<file path="src/rtl/slv_guard_pkg.sv">
// Shared types and parameter helpers for the subordinate-guard recovery sequencer.
`timescale 1ns/1ps
package slv_guard_pkg;

   typedef enum logic [2:0] {
      ST_IDLE     = 3'd0,
      ST_DRAIN    = 3'd1,
      ST_RESET    = 3'd2,
      ST_WAIT_ACK = 3'd3,
      ST_CLEAR    = 3'd4,
      ST_RECOVER  = 3'd5,
      ST_FAIL     = 3'd6
   } rst_ctrl_state_e;

   // A zero-retry configuration still needs a one-bit attempt register.
   function automatic int retry_width(input int maxRetries);
      return (maxRetries > 0) ? $clog2(maxRetries + 1) : 1;
   endfunction

   function automatic bit rst_ctrl_params_ok(input int cntWidth,
                                             input int drainCycles,
                                             input int holdCycles,
                                             input int ackTimeout,
                                             input int maxRetries);
      longint cntMax;
      cntMax = (longint'(1) << cntWidth) - 1;
      return (cntWidth >= 1) && (cntWidth <= 31) &&
             (drainCycles >= 1) && (longint'(drainCycles) <= cntMax) &&
             (holdCycles >= 1) && (longint'(holdCycles) <= cntMax + 1) &&
             (ackTimeout >= 1) && (longint'(ackTimeout) <= cntMax + 1) &&
             (maxRetries >= 0);
   endfunction

endpackage

</file>
<file path="src/rtl/slv_guard_rst_ctrl.sv">
// Recovery sequencer: isolates the subordinate, drains, pulses its reset with bounded
// retries, then clears the guard's reset request and re-enables pass-through.
`timescale 1ns/1ps
module slv_guard_rst_ctrl
   import slv_guard_pkg::*;
#(
   parameter int CntWidth    = 16,
   parameter int DrainCycles = 256,
   parameter int HoldCycles  = 16,
   parameter int AckTimeout  = 1024,
   parameter int MaxRetries  = 3
) (
   input  logic                                clk_i,
   input  logic                                rst_i,
   input  logic                                ctrl_ena_i,
   input  logic                                rst_req_i,
   input  logic                                outstanding_i,
   input  logic                                sub_rst_stat_i,
   input  logic                                clear_fail_i,
   output logic                                guard_ena_o,
   output logic                                isolate_o,
   output logic                                sub_rst_o,
   output logic                                rst_clear_o,
   output logic                                fail_o,
   output logic [2:0]                          state_o,
   output logic [retry_width(MaxRetries)-1:0]  retry_cnt_o
);

   localparam int RetryW = retry_width(MaxRetries);
   localparam logic [CntWidth-1:0] DrainLast = CntWidth'(DrainCycles - 1);
   localparam logic [CntWidth-1:0] HoldLast  = CntWidth'(HoldCycles - 1);
   localparam logic [CntWidth-1:0] AckLast   = CntWidth'(AckTimeout - 1);
   localparam logic [RetryW-1:0]   RetryMax  = RetryW'(MaxRetries);
   localparam bit                  ParamsOk  = rst_ctrl_params_ok(CntWidth, DrainCycles,
                                                                  HoldCycles, AckTimeout,
                                                                  MaxRetries);

   rst_ctrl_state_e     r_state;
   rst_ctrl_state_e     w_nextState;
   logic [CntWidth-1:0] r_cnt;
   logic [RetryW-1:0]   r_retry;
   logic                w_retryInc;
   logic                w_retryClr;

   always_ff @(posedge clk_i) begin
      if (rst_i) begin
         r_state <= ST_IDLE;
         r_cnt   <= '0;
         r_retry <= '0;
      end else begin
         r_state <= w_nextState;
         // The counter restarts on every state change, including a retry back into RESET.
         if (w_nextState != r_state) begin
            r_cnt <= '0;
         end else if (r_cnt != '1) begin
            r_cnt <= r_cnt + CntWidth'(1);
         end
         if (w_retryClr) begin
            r_retry <= '0;
         end else if (w_retryInc) begin
            r_retry <= r_retry + RetryW'(1);
         end
      end
   end

   always_comb begin
      w_nextState = r_state;
      w_retryInc  = 1'b0;
      w_retryClr  = 1'b0;
      // Disabling guarding abandons any episode, but an unrecoverable subordinate stays flagged.
      if (!ctrl_ena_i && (r_state != ST_FAIL)) begin
         w_nextState = ST_IDLE;
         w_retryClr  = 1'b1;
      end else begin
         case (r_state)
            ST_IDLE: begin
               if (rst_req_i) begin
                  w_nextState = ST_DRAIN;
               end
            end
            ST_DRAIN: begin
               if (!outstanding_i || (r_cnt == DrainLast)) begin
                  w_nextState = ST_RESET;
               end
            end
            ST_RESET: begin
               if (r_cnt == HoldLast) begin
                  w_nextState = ST_WAIT_ACK;
               end
            end
            ST_WAIT_ACK: begin
               if (sub_rst_stat_i) begin
                  w_nextState = ST_CLEAR;
               end else if (r_cnt == AckLast) begin
                  if (r_retry < RetryMax) begin
                     w_nextState = ST_RESET;
                     w_retryInc  = 1'b1;
                  end else begin
                     w_nextState = ST_FAIL;
                  end
               end
            end
            ST_CLEAR: begin
               w_nextState = ST_RECOVER;
            end
            ST_RECOVER: begin
               // The guard needs a cycle to drop its request after the clear pulse.
               if (!rst_req_i) begin
                  w_nextState = ST_IDLE;
                  w_retryClr  = 1'b1;
               end
            end
            ST_FAIL: begin
               if (clear_fail_i) begin
                  w_nextState = ST_IDLE;
                  w_retryClr  = 1'b1;
               end
            end
            default: begin
               w_nextState = ST_IDLE;
               w_retryClr  = 1'b1;
            end
         endcase
      end
   end

   always_comb begin
      guard_ena_o = 1'b0;
      isolate_o   = 1'b0;
      sub_rst_o   = 1'b0;
      rst_clear_o = 1'b0;
      fail_o      = 1'b0;
      state_o     = r_state;
      retry_cnt_o = r_retry;
      case (r_state)
         // Pass-through follows the software enable directly, held off while in reset.
         ST_IDLE:     guard_ena_o = ctrl_ena_i & ~rst_i;
         ST_DRAIN:    isolate_o   = 1'b1;
         ST_RESET: begin
            isolate_o = 1'b1;
            sub_rst_o = 1'b1;
         end
         ST_WAIT_ACK: isolate_o   = 1'b1;
         ST_CLEAR: begin
            isolate_o   = 1'b1;
            rst_clear_o = 1'b1;
         end
         ST_RECOVER:  isolate_o   = 1'b1;
         ST_FAIL: begin
            isolate_o = 1'b1;
            fail_o    = 1'b1;
         end
         default: begin
            isolate_o = 1'b0;
         end
      endcase
   end

   assert property (@(posedge clk_i) ParamsOk);
   assert property (@(posedge clk_i) disable iff (rst_i) rst_clear_o |=> !rst_clear_o);
   assert property (@(posedge clk_i) sub_rst_o |-> (r_state == ST_RESET));
   assert property (@(posedge clk_i) sub_rst_o |-> isolate_o);

endmodule

</file>
<file path="config.mk">
export PLATFORM = sky130hd
export DESIGN_NAME = slv_guard_rst_ctrl
export DESIGN_NICKNAME = d
export VERILOG_FILES = /design/src/rtl/slv_guard_pkg.sv /design/src/rtl/slv_guard_rst_ctrl.sv
export SDC_FILE = /design/constraint.sdc
export NUM_CORES = 1
export LEC_CHECK = 0
export ABC_AREA = 1
export ABC_CLOCK_PERIOD_IN_PS = 2100
export CAP_MARGIN = 0
export CORE_MARGIN = 2
export CORE_UTILIZATION = 55
export CTS_CLUSTER_SIZE = 8
export DETAILED_ROUTE_END_ITERATION = 12
export PLACE_DENSITY = 0.79
export SETUP_SLACK_MARGIN = 0.5
export SKIP_LAST_GASP = 1
export SYNTH_ARGS = -nofsm -noshare
export SYNTH_HDL_FRONTEND = slang
export SYNTH_SLANG_ARGS = --single-unit
</file>
<file path="constraint.sdc">
create_clock -name clk_i -period 2.1 [get_ports clk_i]
set_input_delay 0.63 -clock clk_i [delete_from_list [all_inputs] [get_ports clk_i]]
set_output_delay 0.63 -clock clk_i [all_outputs]
set_load 0.02 [all_outputs]
</file>
; ---- Word-level counts from Yosys, hierarchy flattened
; Index checks and enable logic that the tools add are counted.
[totals]
register_bits = 21
elab_cells = 53
in_bits = 7
[classes]
bitwise = 2
muxes = 24
n_eq_ne = 12
reduce_logical = 9
n_addsub = 2
order_cmp = 1
[op_table]
columns = op, n
row1 = $mux W3, 9
row2 = $pmux W3 S7, 1
row3 = $add A16 B1 Y16 const B, 1
row4 = $eq A16 B10 Y1 const B, 1
row5 = $eq A16 B4 Y1 const B, 1
row6 = $eq A16 B8 Y1 const B, 1
row7 = $ne A16 B16 Y1 const B, 1
row8 = $mux W1, 13
row9 = $eq A3 B3 Y1 const B, 3
row10 = $eq A3 B2 Y1 const B, 2
row11 = $reduce_or A6 Y1, 1
row12 = $reduce_or A5 Y1, 1
row13 = $reduce_or A2 Y1, 2
row14 = $eq A3 B1 Y1 const B, 1
row15 = $logic_not A3 Y1, 1
row16 = $ne A3 B3 Y1, 1
row17 = $ne A3 B3 Y1 const B, 1
row18 = $pmux W1 S3, 1
row19 = $add A2 B1 Y2 const B, 1
row20 = $logic_not A1 Y1, 2
row21 = $lt A2 B2 Y1 const B, 1
row22 = $and A1 B1 Y1, 1
row23 = $logic_and A1 B1 Y1, 1
row24 = $logic_or A1 B1 Y1, 1
row25 = $not A1 Y1, 1

; ---- Depth between registers and ports, before layout
; Gate-level depths: netlist of the first run.
[depth]
depth_word = 8
ltp_mapped = 15
mapped_depth_nobuf = 14

; ---- Worst setup path after synthesis of the first run
; No wires, ideal clock.
[synth_path]
path_type = flip-flop to flip-flop
startpoint = reg r_state[1] (netlist: state_o[1])
endpoint = reg r_cnt[8]
path_stages_with_launch = 14
required_ns = 2.038
t_arrival_ns = 1.777
slack_ns = 0.262
synth_period_minus_slack_ns = 1.838
cell_sequence = dfxtp_1 > nand2_1 > nor2_2 > nand3_1 > nor2_1 > nor2_1 > nand3_2 > nand2_2 > nand2_2 > nand2_2 > nor2_4 > nand2_4 > buf_12 > nor2_4
[synth_via]
elab_chain_len = 6
elab_cells_between_ends = 20
classes_between = 8 x eq/ne / 9 x mux / 3 x reduce/logical
[synth_rtl]
columns = element, line_no
row1 = from (decl), slv_guard_rst_ctrl.sv:38  ; rst_ctrl_state_e r_state;
row2 = from (signal assigned), slv_guard_rst_ctrl.sv:51  ; r_state <= w_nextState;
row3 = $mux W3, slv_guard_rst_ctrl.sv:94  ; end else if (r_cnt == AckLast) begin
row4 = $mux W3, slv_guard_rst_ctrl.sv:92  ; if (sub_rst_stat_i) begin
row5 = $pmux W3 S7, slv_guard_rst_ctrl.sv:75  ; case (r_state)
row6 = $mux W3, slv_guard_rst_ctrl.sv:71  ; if (!ctrl_ena_i && (r_state != ST_FAIL)) begin
row7 = $ne A3 B3 Y1 *, slv_guard_rst_ctrl.sv:53  ; if (w_nextState != r_state) begin
row8 = $reduce_or A2 Y1 (no line) *, --
row9 = to (signal assigned), slv_guard_rst_ctrl.sv:56  ; r_cnt <= r_cnt + CntWidth'(1);
row10 = to (decl), slv_guard_rst_ctrl.sv:40  ; logic [CntWidth-1:0] r_cnt;
; Every way passes the cells marked *; elsewhere a longest branch is shown, timed or not.
; A chain may end at the register's enable or synchronous reset.

; ---- Final worst setup path of the first run
[layout_path]
startpoint = reg r_cnt[4]
endpoint = reg r_cnt[0]
[layout_via]
elab_chain_len = 7
elab_cells_between_ends = 13
classes_between = 5 x eq/ne / 6 x mux / 2 x reduce/logical
[layout_rtl]
columns = element, line_no
row1 = $eq A16 B10 Y1 / $eq A16 B8 Y1 (equally long branches), "slv_guard_rst_ctrl.sv:94, slv_guard_rst_ctrl.sv:82"
row2 = $mux W3 / $logic_or A1 B1 Y1 (equally long branches), "slv_guard_rst_ctrl.sv:94, slv_guard_rst_ctrl.sv:82"
row3 = $mux W3 (on tied branches), "slv_guard_rst_ctrl.sv:92, slv_guard_rst_ctrl.sv:82"
row4 = $pmux W3 S7, slv_guard_rst_ctrl.sv:75
row5 = $mux W3, slv_guard_rst_ctrl.sv:71
row6 = $ne A3 B3 Y1, slv_guard_rst_ctrl.sv:53
row7 = $reduce_or A2 Y1 (no line), --
; Several ways; a longest one is shown, not always the timed one.

==> metrics.txt, run 1 <==
Post-Synthesis Cell Area 1449 sq um; Final Cell Area 2237 sq um; Top-Level Pins 17; area grow syn2layout 54.40%; CP Cell Sequence nand2_1 -> inv_2 -> nand2_4 -> nor2_8 -> nand2_2 -> nand2_1 -> nand2_1 -> nand2_2 -> nand2_2 -> nand2_2 -> nand3_4 -> nor2_4 -> nand2_4 -> clkbuf_16 -> nor2_1; count leader, synth nor2_1; f_max 0.5154 GHz; Final min period 1940 ps; Root Buffer clkbuf_4; CP top delay family simple AND/OR/NAND/NOR gates; Clock Latency Late Sink 340 ps; initial antenna violation count 0; vias in the first global route 1,327; status complete, no violations; Detailed Routing Iterations Pass 1 4; Avg Cell Area, Syn 7.208 sq um; DRC Markers 0; synth warn 0; Die H 55.33 um; Worst VDD drop 609.3 uV; TritonCTS Buffers 3; LEAKAGE 1.065 nW; core area 2477 sq um; Power Density 362.4 nW/um^2; GPL Wtd Cong 0.8198; Worst path max stage delay 390 ps; CP Data Required Time 2370 ps; Via density 5.713; DP HPWL 2.458 mm; Congestion Overflow GR 0; Post-DRT Antenna Nets 0; Row Count 18; RSZ-0062 raised after global routing true; nets 262; Slowest-stage cell, CP dfxtp_2; Post-Layout Cell Count 282; Initial DRC Count 141; Commonest cells post-synth nor2_1 (44), nand2_1 (33), dfxtp_1 (21); Slew Viols, Final 0; Final Setup Violations 0; total track usage 24.10%; CP bufs+invs 2; period utilization 92.39%; ranking of synthesized cells by area dfxtp_1 (29%), nor2_1 (11%), nand2_1 (8.5%); Overall Power 0.8107 mW; nature of the critical path endpoint register; CP Launch Type register; cell taking the most area after synthesis dfxtp_1; Max Cap Violations 0; share of Yosys cell area claimed by the top area cell type 29.02%; Post-synth EDFFs 0; Crit Path Class register to register; Cell Area, Placed 1793 sq um; Post-Synthesis Cells 201; Top FF cell, synth dfxtp_1; FF+latch count, synth 21; Worst EP arrival 2210 ps; final wirelength 5.315 mm; antenna fix cells 0; ratio of cells with drive above 1 in the final layout 55.56%; Worst-Margin Slew 394.9 ps; Worst Skew 21.44 ps; placed cells 254; CP most frequent cell nand2_2; first-pass GRT wire length 6.003 mm; deepest clock path buffer count 2; H-tree lvl count 1; routed vias 1,611; Seq/Total Area, Yosys 29.02%; CTS tree yes; Crit Path Max Fanout 5; synthesized net count 210; Worst Hold Class register to register; Worst-path clk slew 150 ps; CTS sink count 21; synth unique cells 28; starting density of the core 58.48%; Synth async-reset ratio 0%; Fin. Hold Viols 0; IO buf count 16; Die X-Extent 55.33 um; Slew headroom 73.59%; DIE AREA 3061 sq um; largest net degree at the start of global routing 14; WL/cell 18.85 um
[state kept, by name, summed over array words and instances, names as in the netlist]
name	flops
r_cnt	16
retry_cnt_o	2
state_o	3
[routing by layer]
| metal | vias up | track usage [%] | share of wire (%) |
|---|---|---|---|
| li1 | 728 | - | - |
| met1 | 782 | 30.96 | 40 |
| met2 | 70 | 39.97 | 49 |
| met3 | 31 | 5.621 | 5.2 |
| met4 | 0 | 7.317 | 5.7 |
| met5 | - | 0 | 0 |
[final cells by class]
class                   instances  area (sq um)
clock buffers                   3         22.52
clock inverters                 1         7.507
fillers                       106         240.2
inverters                      23         101.3
multi-input cells             156          1127
flip-flops and latches         21         466.7
well taps                      30         37.54
repair buffers                 48         474.2
[what timing repair did]
item,4_1_cts,5_1_grt
hold buffers,0,0
endpoints found under the setup margin,28,29
buffers inserted,7,16
cloned,0,1
pin swaps,7,12
gates resized for setup,67,57
[worst min-delay path: stages (launching register included)]
cell and delay, ps:
dfxtp_2 360, nor2_1 100, nor2_1 50
[power breakdown]
group	total, mW	internal (mW)	switching (mW)	leakage, nW
sequential	0.406	0.397	0.00907	0.182
clock	0.229	0.0730	0.156	0.0139
combinational	0.176	0.0828	0.0929	0.870
[through the flow]
stage	hold WS (ps)	utilization (%)	setup TNS (ps)	setup WS, ps
final	524.7	90.30	0	159.8
after global placement	507.2	72.37	-992.1	-370.9
after global routing	542.5	90.30	0	110.0
after CTS	521.6	77.63	0	227.2
after floorplan	519.3	-	0	502.1
after detailed placement	522.5	72.37	-1586	-403.6
[path summary, 6_finish.rpt]
kind / to / startpoint / cells past startpoint / slack [ps]
setup reg to reg: r_cnt[0] / r_cnt[4] / 15 / 160
hold reg to reg: retry_cnt_o[0] / retry_cnt_o[0] / 2 / 520
hold / removal: retry_cnt_o[0] / retry_cnt_o[0] / 2 / 520
setup / recovery: r_cnt[0] / r_cnt[4] / 15 / 160
[layout by cell type (no fill, tap or decap), drive strengths merged]
cell type      instances
nor2                  60
nand2                 46
buf                   40
inv                   22
dfxtp                 21
nand3                 16
xor2                  10
nor3                   7
nand4                  5
clkbuf                 4
xnor2                  3
dlygate4sd2            3
a21oi                  2
dlymetal6s2s           2
o21ai                  2
ha                     2
clkinv                 1
nand3b                 1
a221oi                 1
mux2i                  1
clkinvlp               1
clkdlybuf4s50          1
clkdlybuf4s15          1
[logic make-up after synthesis]
group	synth area share, %
simple gates	51.21
buf+inv	7.513
flops	29.02
xor+xnor	7.858
compound gates	1.986
fa+ha+maj	1.727
mux	0.6909
Power figures use the tool's default switching activity.
==> run 2: changes to the inputs <==
--- a/config.mk
+++ b/config.mk
@@ -8,13 +8,13 @@
 export ABC_AREA = 1
 export ABC_CLOCK_PERIOD_IN_PS = 2100
 export CAP_MARGIN = 0
-export CORE_MARGIN = 2
 export CORE_UTILIZATION = 55
 export CTS_CLUSTER_SIZE = 8
 export DETAILED_ROUTE_END_ITERATION = 12
 export PLACE_DENSITY = 0.79
 export SETUP_SLACK_MARGIN = 0.5
 export SKIP_LAST_GASP = 1
+export SLEW_MARGIN = 0
 export SYNTH_ARGS = -nofsm -noshare
 export SYNTH_HDL_FRONTEND = slang
 export SYNTH_SLANG_ARGS = --single-unit
==> metrics.txt, run 2 (synthesis results as in run 1) <==
core area 2477 sq um; deepest clock path buffer count 2; TritonCTS Buffers 3; largest net degree at the start of global routing 14; most common cell after layout, fill and taps aside nor2_1; initial antenna violation count 0; Slew Viols, Final 0; GPL Wtd Cong 0.9138; IO buf count 16; WL/cell 14.32 um; CTS sink count 21; Worst EP arrival 1240 ps; status complete, no violations; DRC Markers 0; Final min period 1871 ps; Die H 53.33 um; Post-Layout Cell Count 274; CTS tree yes; PnR worst setup slack 228.7 ps; largest register by flop count r_cnt; total track usage 27.29%; Crit Path Class register to primary output; share of the core filled with cells 86.67%; Worst VDD drop 427.1 uV; most frequent cells in the layout nor2_1 (31), nand2_1 (27), buf_4 (19); Worst-Margin Slew 369.2 ps; vias in the first global route 1,288; Slew headroom 75.30%; Initial DRC Count 24; Max Cap Violations 0; Worst-path clk slew 120 ps; routed vias 1,438; RSZ-0062 raised after global routing true; Worst Hold Class register to register; Overall Power 0.7798 mW; DIE AREA 2844 sq um; Die X-Extent 53.33 um; WHS Path Cells 2; WHS 514.8 ps; max FFs per register 16; Final Setup Violations 0; Worst Skew 11.82 ps; Clock Latency Late Sink 310 ps; f_max 0.5344 GHz; Crit Path Max Fanout 5; LEAKAGE 0.9935 nW; Congestion Overflow GR 0; Top-Level Pins 17; period utilization 89.11%; Place WS -417.1 ps; starting density of the core 58.48%; area grow syn2layout 48.19%; ratio of cells with drive above 1 in the final layout 52.05%; H-tree lvl count 1; Power Density 363.2 nW/um^2; antenna fix cells 0; Post-DRT Antenna Nets 0; Filler Cell Count 139; Hold-fix buffers, CTS 0; Fin. Hold Viols 0; reg2reg path depth 15; Cell Area, Placed 1793 sq um; final wirelength 3.924 mm; CP Data Required Time 1470 ps; Detailed Routing Iterations Pass 1 4; nets 254; Root Buffer clkbuf_4; Final Cell Area 2147 sq um; first-pass GRT wire length 5.575 mm; final setup TNS 0 ps; DP HPWL 2.499 mm; CP Launch Type register; nature of the critical path endpoint primary output; Via density 5.248; placed cells 254; Row Count 18
==> run 2: cell count changes in the layout (fill, tap and decap cells not counted), sizes merged <==
| cell | delta |
|---|---|
| clkdlybuf4s50 | +1 |
| dlymetal6s2s | -2 |
| buf | -6 |
| clkdlybuf4s15 | -1 |
| clkbuf | -1 |
| dlygate4sd2 | +1 |
==> run 2: cell type report <==
cell class / instances / area [sq um] / area share, %
Clock inverter: 1 / 7.507 / 0.3497
Sequential cell: 21 / 457.9 / 21.33
Multi-Input combinational cell: 156 / 1129 / 52.56
Timing Repair Buffer: 40 / 394.1 / 18.36
Inverter: 23 / 98.84 / 4.604
Tap cell: 30 / 37.54 / 1.748
Clock buffer: 3 / 22.52 / 1.049
==> run 2: power breakdown <==
part	total [mW]	switching [mW]	internal [mW]
logic	0.171	0.0862	0.0851
clock network	0.204	0.131	0.0726
registers	0.405	0.00763	0.397
==> run 2: path summary, 6_finish.rpt <==
check / startpoint / end / slack, ps
setup / recovery: state_o[0] / isolate_o / 230
hold / removal: retry_cnt_o[0] / retry_cnt_o[0] / 510
setup reg to reg: state_o[0] / r_cnt[13] / 310
hold reg to reg: retry_cnt_o[0] / retry_cnt_o[0] / 510
==> run 2: layer usage <==
metal  track usage, %  share of wire, %  vias up
met5                0                 0        -
met1            35.00                43      676
li1                 -                 -      722
met4            10.09               1.7        0
met2            45.21                52       30
met3            4.310               3.2       10
==> run 2: timing repair <==
action / in CTS / in global routing
buffers inserted: 10 / 5
gates cloned: 1 / 0
gates resized for setup: 84 / 28
setup endpoints to repair: 28 / 27
pin swaps: 16 / 11
endpoints found under the hold margin: 0 / 0
==> run 2: critical path: stages (launching register included) <==
cell and delay, ps:
dfxtp_4 390, inv_6 50, buf_8 130, nor3_4 180
nor2_4 60, buf_6 130
